## src/rtl/neuron_mac_seq_if.sv

```systemverilog
// Handshake bundle for neuron_mac_seq: input pair stream and result stream.
// in_data/w_data/in_valid/in_ready/idx carry sign-magnitude pairs into the engine,
// res/out_valid/out_ready carry the activated result out. master = producer/consumer side, slave = engine.
interface neuron_mac_seq_if #(
  parameter int DW    = 8,
  parameter int OUT_W = 16,
  parameter int IDX_W = 4
);
  logic [DW-1:0]    in_data;
  logic [DW-1:0]    w_data;
  logic             in_valid;
  logic             in_ready;
  logic [IDX_W-1:0] idx;
  logic [OUT_W-1:0] res;
  logic             out_valid;
  logic             out_ready;

  modport master (
    output in_data, w_data, in_valid, out_ready,
    input  in_ready, idx, res, out_valid
  );

  modport slave (
    input  in_data, w_data, in_valid, out_ready,
    output in_ready, idx, res, out_valid
  );
endinterface

```

## src/rtl/neuron_mac_seq.sv

```systemverilog
// Single-neuron engine: bias-preloaded saturating signed MAC over N_INPUTS sign-magnitude pairs, then activation.
// Latency: start -> in_ready next cycle; last pair accepted at k -> out_valid at k+2 (min N_INPUTS+2 from start).
// Backpressure: pairs wait while in_valid=0; result held in DONE with out_valid=1 until out_ready=1.
//
// Ports:
//   clk, reg_rst      clock and synchronous active-high reset
//   start/mode/bias   begin evaluation; activation select and bias are latched on start in IDLE
//   pif (slave)       in_data/w_data/in_valid/in_ready/idx pair stream, res/out_valid/out_ready result stream
//   busy              high whenever the engine is not IDLE
module neuron_mac_seq #(
  parameter int DW       = 8,
  parameter int N_INPUTS = 16,
  parameter int ACC_W    = 20,
  parameter int OUT_W    = 16,
  parameter int IDX_W    = (N_INPUTS > 1) ? $clog2(N_INPUTS) : 1
) (
  input  logic             clk,
  input  logic             reg_rst,
  input  logic             start,
  input  logic [1:0]       mode,
  input  logic [OUT_W-1:0] bias,
  neuron_mac_seq_if.slave  pif,
  output logic             busy
);

  // Width of the unsigned product of two magnitudes.
  localparam int PW = 2 * (DW - 1);

  localparam logic [IDX_W-1:0] LAST_IDX = IDX_W'(N_INPUTS - 1);

  // Accumulator clamp limits.
  localparam logic signed [ACC_W-1:0] ACC_MAX = {1'b0, {(ACC_W-1){1'b1}}};
  localparam logic signed [ACC_W-1:0] ACC_MIN = {1'b1, {(ACC_W-1){1'b0}}};

  // Output range limits, both at result width and sign-extended to accumulator width
  // so the activation compares stay in one signed domain.
  localparam logic [OUT_W-1:0]        OUT_MAX   = {1'b0, {(OUT_W-1){1'b1}}};
  localparam logic [OUT_W-1:0]        OUT_MIN   = {1'b1, {(OUT_W-1){1'b0}}};
  localparam logic signed [ACC_W-1:0] OUT_MAX_A = {{(ACC_W-OUT_W+1){1'b0}}, {(OUT_W-1){1'b1}}};
  localparam logic signed [ACC_W-1:0] OUT_MIN_A = {{(ACC_W-OUT_W+1){1'b1}}, {(OUT_W-1){1'b0}}};

  typedef enum logic [1:0] {
    IDLE  = 2'd0,
    ACCUM = 2'd1,
    ACT   = 2'd2,
    DONE  = 2'd3
  } state_t;

  state_t state_q, state_d;

  logic signed [ACC_W-1:0] acc_q;
  logic [IDX_W-1:0]        idx_q;
  logic [1:0]              mode_q;
  logic [OUT_W-1:0]        res_q;

  logic                    load;
  logic                    accept;
  logic                    last_pair;

  logic [DW-2:0]           in_mag;
  logic [DW-2:0]           w_mag;
  logic [PW-1:0]           prod_mag;
  logic                    prod_neg;
  logic signed [ACC_W:0]   term;
  logic signed [ACC_W:0]   sum;
  logic signed [ACC_W-1:0] acc_sat;
  logic signed [ACC_W-1:0] bias_ext;
  logic [OUT_W-1:0]        act_res;

  // ---------------------------------------------------------------------------
  // Control
  // ---------------------------------------------------------------------------
  assign load      = (state_q == IDLE) && start;
  assign accept    = (state_q == ACCUM) && pif.in_valid;
  assign last_pair = (idx_q == LAST_IDX);

  always_ff @(posedge clk) begin
    if (reg_rst) begin
      state_q <= IDLE;
    end else begin
      state_q <= state_d;
    end
  end

  always_comb begin
    state_d = state_q;
    unique case (state_q)
      IDLE:    if (start) state_d = ACCUM;
      ACCUM:   if (pif.in_valid && last_pair) state_d = ACT;
      ACT:     state_d = DONE;
      DONE:    if (pif.out_ready) state_d = IDLE;
      default: state_d = IDLE;
    endcase
  end

  // Handshake outputs decode registered state only, so no input reaches them combinationally.
  always_comb begin
    pif.in_ready  = 1'b0;
    pif.out_valid = 1'b0;
    busy          = 1'b1;
    unique case (state_q)
      IDLE:    busy = 1'b0;
      ACCUM:   pif.in_ready = 1'b1;
      ACT:     ;
      DONE:    pif.out_valid = 1'b1;
      default: busy = 1'b0;
    endcase
  end

  assign pif.idx = idx_q;
  assign pif.res = res_q;

  // ---------------------------------------------------------------------------
  // Multiply-accumulate
  // ---------------------------------------------------------------------------
  assign in_mag   = pif.in_data[DW-2:0];
  assign w_mag    = pif.w_data[DW-2:0];
  assign prod_mag = PW'(in_mag) * PW'(w_mag);
  // A zero product is +0 whatever the operand signs, so -0 never perturbs the sum.
  assign prod_neg = (pif.in_data[DW-1] ^ pif.w_data[DW-1]) && (prod_mag != '0);

  assign bias_ext = ACC_W'($signed(bias));

  // One extra bit of headroom makes overflow visible as a disagreement of the top two bits;
  // the clamped value is what gets stored, so later terms continue from the rail.
  always_comb begin
    term = $signed({{(ACC_W+1-PW){1'b0}}, prod_mag});
    if (prod_neg) begin
      term = -term;
    end
    sum = {acc_q[ACC_W-1], acc_q} + term;
    if (sum[ACC_W] != sum[ACC_W-1]) begin
      acc_sat = sum[ACC_W] ? ACC_MIN : ACC_MAX;
    end else begin
      acc_sat = sum[ACC_W-1:0];
    end
  end

  // ---------------------------------------------------------------------------
  // Activation (mode 3 behaves as identity)
  // ---------------------------------------------------------------------------
  always_comb begin
    act_res = '0;
    unique case (mode_q)
      2'd0: begin
        if (acc_q[ACC_W-1]) begin
          act_res = '0;
        end else if (acc_q > OUT_MAX_A) begin
          act_res = OUT_MAX;
        end else begin
          act_res = acc_q[OUT_W-1:0];
        end
      end
      2'd2: begin
        act_res = (!acc_q[ACC_W-1] && (acc_q != '0)) ? OUT_W'(1) : '0;
      end
      default: begin
        if (acc_q > OUT_MAX_A) begin
          act_res = OUT_MAX;
        end else if (acc_q < OUT_MIN_A) begin
          act_res = OUT_MIN;
        end else begin
          act_res = acc_q[OUT_W-1:0];
        end
      end
    endcase
  end

  // ---------------------------------------------------------------------------
  // Datapath registers
  // ---------------------------------------------------------------------------
  // res is only written in ACT, so it keeps the previous result through IDLE.
  always_ff @(posedge clk) begin
    if (reg_rst) begin
      acc_q  <= '0;
      idx_q  <= '0;
      mode_q <= 2'd0;
      res_q  <= '0;
    end else begin
      if (load) begin
        acc_q  <= bias_ext;
        idx_q  <= '0;
        mode_q <= mode;
      end else if (accept) begin
        acc_q <= acc_sat;
        idx_q <= last_pair ? '0 : idx_q + IDX_W'(1);
      end
      if (state_q == ACT) begin
        res_q <= act_res;
      end
    end
  end

  // ---------------------------------------------------------------------------
  // Invariants
  // ---------------------------------------------------------------------------
  idx_in_range: assert property (@(posedge clk) disable iff (reg_rst) idx_q <= LAST_IDX);

  res_held_in_done: assert property (@(posedge clk) disable iff (reg_rst)
    (state_q == DONE) && !pif.out_ready |=> $stable(res_q) && (state_q == DONE));

endmodule

```

## src/flat_wrapper.sv

```systemverilog
// flat-port wrapper written by rule: the top's interface ports become plain ports
module neuron_mac_seq_flat 
#(
  parameter int DW       = 8,
  parameter int N_INPUTS = 16,
  parameter int ACC_W    = 20,
  parameter int OUT_W    = 16,
  parameter int IDX_W    = (N_INPUTS > 1) ? $clog2(N_INPUTS) : 1
)
  (clk, reg_rst, start, mode, bias, busy, pif_in_data, pif_w_data, pif_in_valid, pif_out_ready, pif_in_ready, pif_idx, pif_res, pif_out_valid);
  neuron_mac_seq_if #(.DW(DW), .OUT_W(OUT_W), .IDX_W(IDX_W)) pif_i ();
  input  logic clk;
  input  logic reg_rst;
  input  logic start;
  input  logic [1:0] mode;
  input  logic [OUT_W-1:0] bias;
  output logic busy;
  input wire logic [$bits(pif_i.in_data)-1:0] pif_in_data;
  input wire logic [$bits(pif_i.w_data)-1:0] pif_w_data;
  input wire logic [$bits(pif_i.in_valid)-1:0] pif_in_valid;
  input wire logic [$bits(pif_i.out_ready)-1:0] pif_out_ready;
  output wire logic [$bits(pif_i.in_ready)-1:0] pif_in_ready;
  output wire logic [$bits(pif_i.idx)-1:0] pif_idx;
  output wire logic [$bits(pif_i.res)-1:0] pif_res;
  output wire logic [$bits(pif_i.out_valid)-1:0] pif_out_valid;
  assign pif_i.in_data = pif_in_data;
  assign pif_i.w_data = pif_w_data;
  assign pif_i.in_valid = pif_in_valid;
  assign pif_i.out_ready = pif_out_ready;
  assign pif_in_ready = pif_i.in_ready;
  assign pif_idx = pif_i.idx;
  assign pif_res = pif_i.res;
  assign pif_out_valid = pif_i.out_valid;
  neuron_mac_seq #(.DW(DW), .N_INPUTS(N_INPUTS), .ACC_W(ACC_W), .OUT_W(OUT_W), .IDX_W(IDX_W)) u_core (.clk(clk), .reg_rst(reg_rst), .start(start), .mode(mode), .bias(bias), .pif(pif_i), .busy(busy));
endmodule
```

## config.mk

```make
export PLATFORM = sky130hd
export DESIGN_NAME = neuron_mac_seq_flat
export DESIGN_NICKNAME = d
export VERILOG_FILES = /design/src/rtl/neuron_mac_seq_if.sv /design/src/rtl/neuron_mac_seq.sv /design/src/flat_wrapper.sv
export SDC_FILE = /design/constraint.sdc
export NUM_CORES = 1
export LEC_CHECK = 0
export ABC_AREA = 1
export BUFFER_PORTS_ARGS = -buffer_cell sky130_fd_sc_hd__buf_2
export CORE_ASPECT_RATIO = 0.6
export CORE_MARGIN = 2
export CORE_UTILIZATION = 25
export DETAILED_ROUTE_END_ITERATION = 10
export PLACE_DENSITY = 0.42
export SYNTH_ARGS = -nofsm -noshare
export SYNTH_HDL_FRONTEND = slang
export SYNTH_SLANG_ARGS = --single-unit
```

## constraint.sdc

```tcl
create_clock -name clk -period 5.7 [get_ports clk]
set_clock_uncertainty 0.1 [all_clocks]
set_input_delay 0.285 -clock clk [delete_from_list [all_inputs] [get_ports clk]]
set_output_delay 0.285 -clock clk [all_outputs]
set_load 0.02 [all_outputs]
```

==> results.cfg, run 1 <==
[floorplanning]
die_h_microns = 117
start_util_pct = 25.4
core-area_sq_um = 20900
fp.dieArea_sq_um = 22400
placementRows = 41
io_pins = 62
die_w_microns = 192

[routing]
wl_mm = 16.8
vias = 5550
route.detailed.drc = 0
drt-initial-drc-count = 321
via_per_inst = 4.38
dr.pass1.iters = 5
routedWlPerCell_microns = 13.2
drtAntennaViolNets = 0

[timing]
fmax_ghz = 0.171
hold_viol = 0
max_slew_margin_pct = 40.6
setup_slack_ns = -0.157
hold_ws_ns = 0.164
maxSlewViolCount = 0
finalCritPeriodShare_pct = 103
final-setup-viol-count = 20
post-route-min-period_ns = 5.86
rsz0062_at_grt = true
worstMarginPinSlew_ns = 0.887

[yosys]
synthArstFlopShare_pct = 0
ys_seq_area_share_pct = 16.6
synthFlopType = dfxtp_1
ys.warnings.count = 0
synth_area_sq_um = 5300
synth_edf_count = 0
synth.distinct_cells = 46
syn_nets = 914
synth_cells = 790
ys_seq_elements = 44
syn_area_per_cell_sq_um = 6.71

[clocking]
clk_latency_ns = 0.30
clkTransAtPathRegs_ns = 0.07
numCtsBuffers = 5
htreeDepth = 2
cts_sinks = 44
root_buffer = clkbuf_16
hold_buffers = 0
cts.path.max_buffers = 2
cts_tree = yes

[setup_path]
reg2reg_depth = 17
crit_type = primary input to flip-flop
critical_path.max_stage_delay_ns = 0.52
cp.arrival_ns = 5.92
cp_slowest_cell = fa_1
required_ns = 5.76
cp-start-kind = primary input
worstPathMaxFanout = 6
end_kind = flip-flop
crit_top_cell = nand2_2

[cells_and_area]
insertedDiodeCount = 0
layout_commonest_cell = nand2_1
num-nets-final = 1111
most-common-layout-cells = nand2_1 (172), buf_4 (138), inv_1 (127), buf_2 (52), nand2_2 (50)
finalInstanceArea_sq_um = 7850
drive_gt1_share_pct = 37.1
synthToLayoutAreaGrowth_pct = 48.1

[global_route]
overflow = 0
use_met3_pct = 2.47
met2_usage_pct = 19.4
grt_usage_pct = 15.5
antenna_found_initial = 0
grt_pass1_wl_mm = 27.3
grtUsageMet1_pct = 26.9
top_usage_layer = met1
grt_max_degree = 27
grt_pass1_vias = 5272

[placed_design]
dp_hpwl_mm = 14.1
gp_congestion = 0.810
placedInstanceArea_sq_um = 6980
port_buffers = 61

[job]
max_cap_violations = 0

[power]
power_density_nw_per_um2 = 558
vdd_drop_max_uv = 214
power_leakage_nw = 4.21
total_power_w = 0.00438

[status]
failed_checks = negative setup slack
status = complete, but fails checks

[hold_path]
hold_path.class = primary input to flip-flop
hold-path-cell-count = 3
==> cells by family (layout without fill, tap and decap cells) <==
group / count (synthesis) / count (layout) / share of synthesized area, %
AOI/OAI and AO/OA: 131 / 131 / 14.4
DFF: 44 / 44 / 16.6
adders and majority gates: 85 / 85 / 23.6
buffers and inverters: 156 / 352 / 11.3
xor gates and xnor gates: 33 / 33 / 5.45
and+or+nand+nor: 341 / 342 / 28.6
==> Yosys cell counts, types with 2 or more instances <==
master / number / area, sq um
nand2_1: 221 / 830
inv_1: 138 / 518
ha_1: 60 / 751
a21oi_1: 52 / 260
nor2_1: 47 / 176
dfxtp_1: 44 / 881
o21ai_0: 42 / 210
fa_1: 25 / 500
nand3_1: 25 / 125
xor2_1: 22 / 193
nand2_2: 11 / 68.8
xnor2_1: 11 / 96.3
clkbuf_1: 9 / 33.8
nand4_1: 9 / 56.3
a21oi_2: 8 / 70.1
o221ai_1: 8 / 70.1
a31oi_1: 7 / 43.8
a21o_1: 5 / 37.5
inv_2: 5 / 18.8
nor4_1: 5 / 31.3
nand2_4: 4 / 45.0
nand3_2: 3 / 30.0
nand3b_1: 3 / 22.5
nor3_1: 3 / 15.0
buf_2: 2 / 10.0
==> final timing paths <==
path	start	endpoint	slack, ns
worst max register to register	u_core.acc_q[0]	u_core.acc_q[18]	3.00
worst max-delay path	pif_w_data[3]	u_core.acc_q[1]	-0.16
worst min register to register	u_core.pif.res[9]	u_core.pif.res[9]	0.36
worst min-delay path	mode[1]	u_core.mode_q[1]	0.16
==> per-layer routing <==
metal / vias up / share of wire, %
met5: - / 0
met4: 0 / 0.32
met3: 8 / 3.2
met2: 75 / 34
met1: 2545 / 62
li1: 2922 / -
==> report_power, final <==
| group | internal (W) | leakage, nW | switching (W) |
|---|---|---|---|
| registers | 0.000408 | 0.361 | 0.000116 |
| logic | 0.00165 | 3.78 | 0.00192 |
| clock network | 0.000159 | 0.0657 | 0.000123 |
| total | 0.00222 | 4.21 | 0.00216 |
==> state kept, by name (all words and copies together), names as in the netlist <==
name            flops
u_core.pif.idx      4
u_core.pif.res     16
u_core.state_q      2
u_core.mode_q       2
u_core.acc_q       20
==> layout make-up <==
class,instances,area [sq um]
clock buffers,5,125
well taps,279,349
flip-flops and latches,44,881
clock inverters,2,12.5
multi-input cells,591,4460
fillers,2257,13000
repair buffers,201,1460
inverters,144,566
==> what timing repair did <==
item                       CTS  global route
resized for setup           76            78
setup buffers               12             5
setup endpoints to repair   20            20
pin swaps                   34            42
cloned                       1             0
==> worst max-delay path, delay by kind of cell <==
kind                     cells  cell delay, ns
adder cells (fa/ha/maj)      6            2.60
AND/OR/NAND/NOR             19            1.59
AO/OA/AOI/OAI                4            0.56
buffers and inverters        8            0.51
XOR/XNOR                     2            0.36
==> metrics by stage <==
step	setup WS, ns	instances	TNS [ns]	util (%)
floorplan	-0.0705	790	-0.131	-
global placement	-0.784	1242	-13.81	33.4
detailed placement	-0.770	1242	-14.59	33.4
CTS	-0.125	1262	-2.00	36.1
global route	-0.526	1266	-9.66	37.6
finish	-0.157	1266	-2.23	37.6
(Power assumes the default switching activity.)
==> inputs of run 2 (changes only) <==
Settings changed: PLACE_DENSITY 0.42 to 0.41.
Clock period 5.7 ns to 6.2 ns, I/O delays scaled along.
==> run 2 against run 1 <==
Net effect: the flow now finishes without violations; sequential power shrank 9.2%; routed wire length up 1.7%; flip-flop and latch count did not move; setup slack better by 0.19 ns; critical path depth rose by 3; count of clock-buffer cells in the layout did not move; via count fell by 0.23%; sequential share of layout area increased by 0.31 points; critical endpoint is now u_core.acc_q[15]; largest power group unchanged; highest routed layer unchanged.
==> results.cfg, run 2 (synthesis results as in run 1) <==
[status]
status = complete, no violations

[routing]
via_per_inst = 4.39
dr.pass1.iters = 5
drt-initial-drc-count = 286
drtAntennaViolNets = 0
wl_mm = 17.1
routedWlPerCell_microns = 13.5
vias = 5537
route.detailed.drc = 0

[clocking]
hold_buffers = 0
root_buffer = clkbuf_16
cts_tree = yes
cts.path.max_buffers = 2
htreeDepth = 2
clkTransAtPathRegs_ns = 0.06
clk_latency_ns = 0.30
cts_sinks = 44
numCtsBuffers = 5

[timing]
hold_viol = 0
post-route-min-period_ns = 6.17
max_slew_margin_pct = 26.7
rsz0062_at_grt = true
final-setup-viol-count = 0
worstMarginPinSlew_ns = 1.10
fmax_ghz = 0.162
setup_slack_ns = 0.0324
finalCritPeriodShare_pct = 99.5
maxSlewViolCount = 0

[global_route]
grt_max_degree = 27
grt_usage_pct = 15.8
overflow = 0
grt_pass1_vias = 5298
grt_pass1_wl_mm = 27.9
antenna_found_initial = 0

[cells_and_area]
largest_reg_flops = 20
drive_gt1_share_pct = 35.3
fin_cells = 1261
num-nets-final = 1108
insertedDiodeCount = 0
largest_register = u_core.acc_q
synthToLayoutAreaGrowth_pct = 44.1
most-common-layout-cells = nand2_1 (179), buf_4 (136), inv_1 (125), buf_2 (56), ha_1 (48)
layout_commonest_cell = nand2_1

[floorplanning]
die_h_microns = 117
core-area_sq_um = 20900
io_pins = 62
start_util_pct = 25.4
fp.dieArea_sq_um = 22400
placementRows = 41
die_w_microns = 192

[power]
p_switching_w = 0.00195
power_density_nw_per_um2 = 519
clkPwrFrac_pct = 6.5
comb_power_share_pct = 81.5
p_sw_share_pct = 49.2
vdd_drop_max_uv = 197
internal_power_w = 0.00201
p_seq_share_pct = 12.0
power_leakage_nw = 4.14

[setup_path]
startpoint = pif_w_data[1]
required_ns = 6.28
cp-start-kind = primary input
crit_type = primary input to flip-flop
r2r-end = u_core.acc_q[15]
reg2reg_slack_ns = 3.32
crit_path_end = u_core.acc_q[15]
reg2reg_depth = 8
rr_startpoint = u_core.state_q[0]
critical_path.max_stage_delay_ns = 0.54
cp_slowest_cell = fa_1
end_kind = flip-flop
crit_top_cell = nand2_4
cp.arrival_ns = 6.25
worstPathMaxFanout = 8

[hold_path]
hold_path.class = primary input to flip-flop
min_from = mode[1]
hold-path-cell-count = 3

[placed_design]
port_buffers = 61
dp_hpwl_mm = 14.1
dp.cells = 1237
pre_cts_ws_ns = -0.692
gp_congestion = 0.824

[job]
max_cap_violations = 0
-- run 2: cell types whose count changed in the layout (fill, tap and decap cells not counted), moves of 3 or more --
cell,change
nor2_2,+4
nand2_1,+7
buf_2,+4
buf_12,-4
nor2_4,-3
a21oi_1,+8
nand3_2,-5
a21oi_2,-7
nand3_1,+3
nand2_2,-5
-- run 2: worst min-delay path by stage --
stage,to
detailed placement,u_core.pif.res[7]
global placement,u_core.pif.res[6]
finish,u_core.mode_q[1]
floorplan,u_core.mode_q[0]
global route,u_core.mode_q[1]
CTS,u_core.mode_q[1]
-- run 2: per-layer routing --
layer	wire length, microns	vias up	track usage [%]
li1	-	2912	-
met1	10300	2533	26.9
met2	5890	85	19.7
met3	779	7	3.34
met4	78	0	1.42
met5	0	-	0
-- run 2: power groups by stage --
stage / sequential [W] / combinational [W] / clock (W)
2_1_floorplan: 0.000480 / 0.00156 / 0
3_3_place_gp: 0.000477 / 0.00271 / 0
3_5_place_dp: 0.000477 / 0.00267 / 0
4_1_cts: 0.000475 / 0.00292 / 0.000261
5_1_grt: 0.000487 / 0.00360 / 0.000273
6_report: 0.000476 / 0.00323 / 0.000256
-- run 2: per-stage QoR --
stage / util (%) / setup TNS [ns] / hold slack [ns] / total power, W / area, sq um
2_1_floorplan: - / 0 / 0.359 / 0.00204 / 5300
3_3_place_gp: 32.5 / -13.81 / 0.355 / 0.00319 / 6790
3_5_place_dp: 32.5 / -12.88 / 0.356 / 0.00314 / 6790
4_1_cts: 34.6 / 0 / 0.194 / 0.00365 / 7220
5_1_grt: 36.6 / -6.63 / 0.232 / 0.00436 / 7640
6_report: 36.6 / 0 / 0.191 / 0.00396 / 7640
-- run 2: timing repair --
action	4_1_cts	5_1_grt
gates resized for setup	43	101
setup endpoints to repair	19	20
pin swaps	32	58
cloned	1	0
setup buffers	10	8
-- run 2: final cells by class --
cell class                 instances  area [sq um]
clock buffer                       5           125
fill                            2239         13200
inverter                         144           549
multi-input combinational        591          4360
sequential                        44           881
tap                              279           349
timing repair buffer             198          1370
-- run 2: worst max-delay path, delay by kind of cell --
family / cells / cell delay [ns]
fa+ha+maj: 6 / 2.62
compound gates: 3 / 0.40
xor+xnor: 2 / 0.40
buf+inv: 12 / 0.92
simple gates: 19 / 1.58
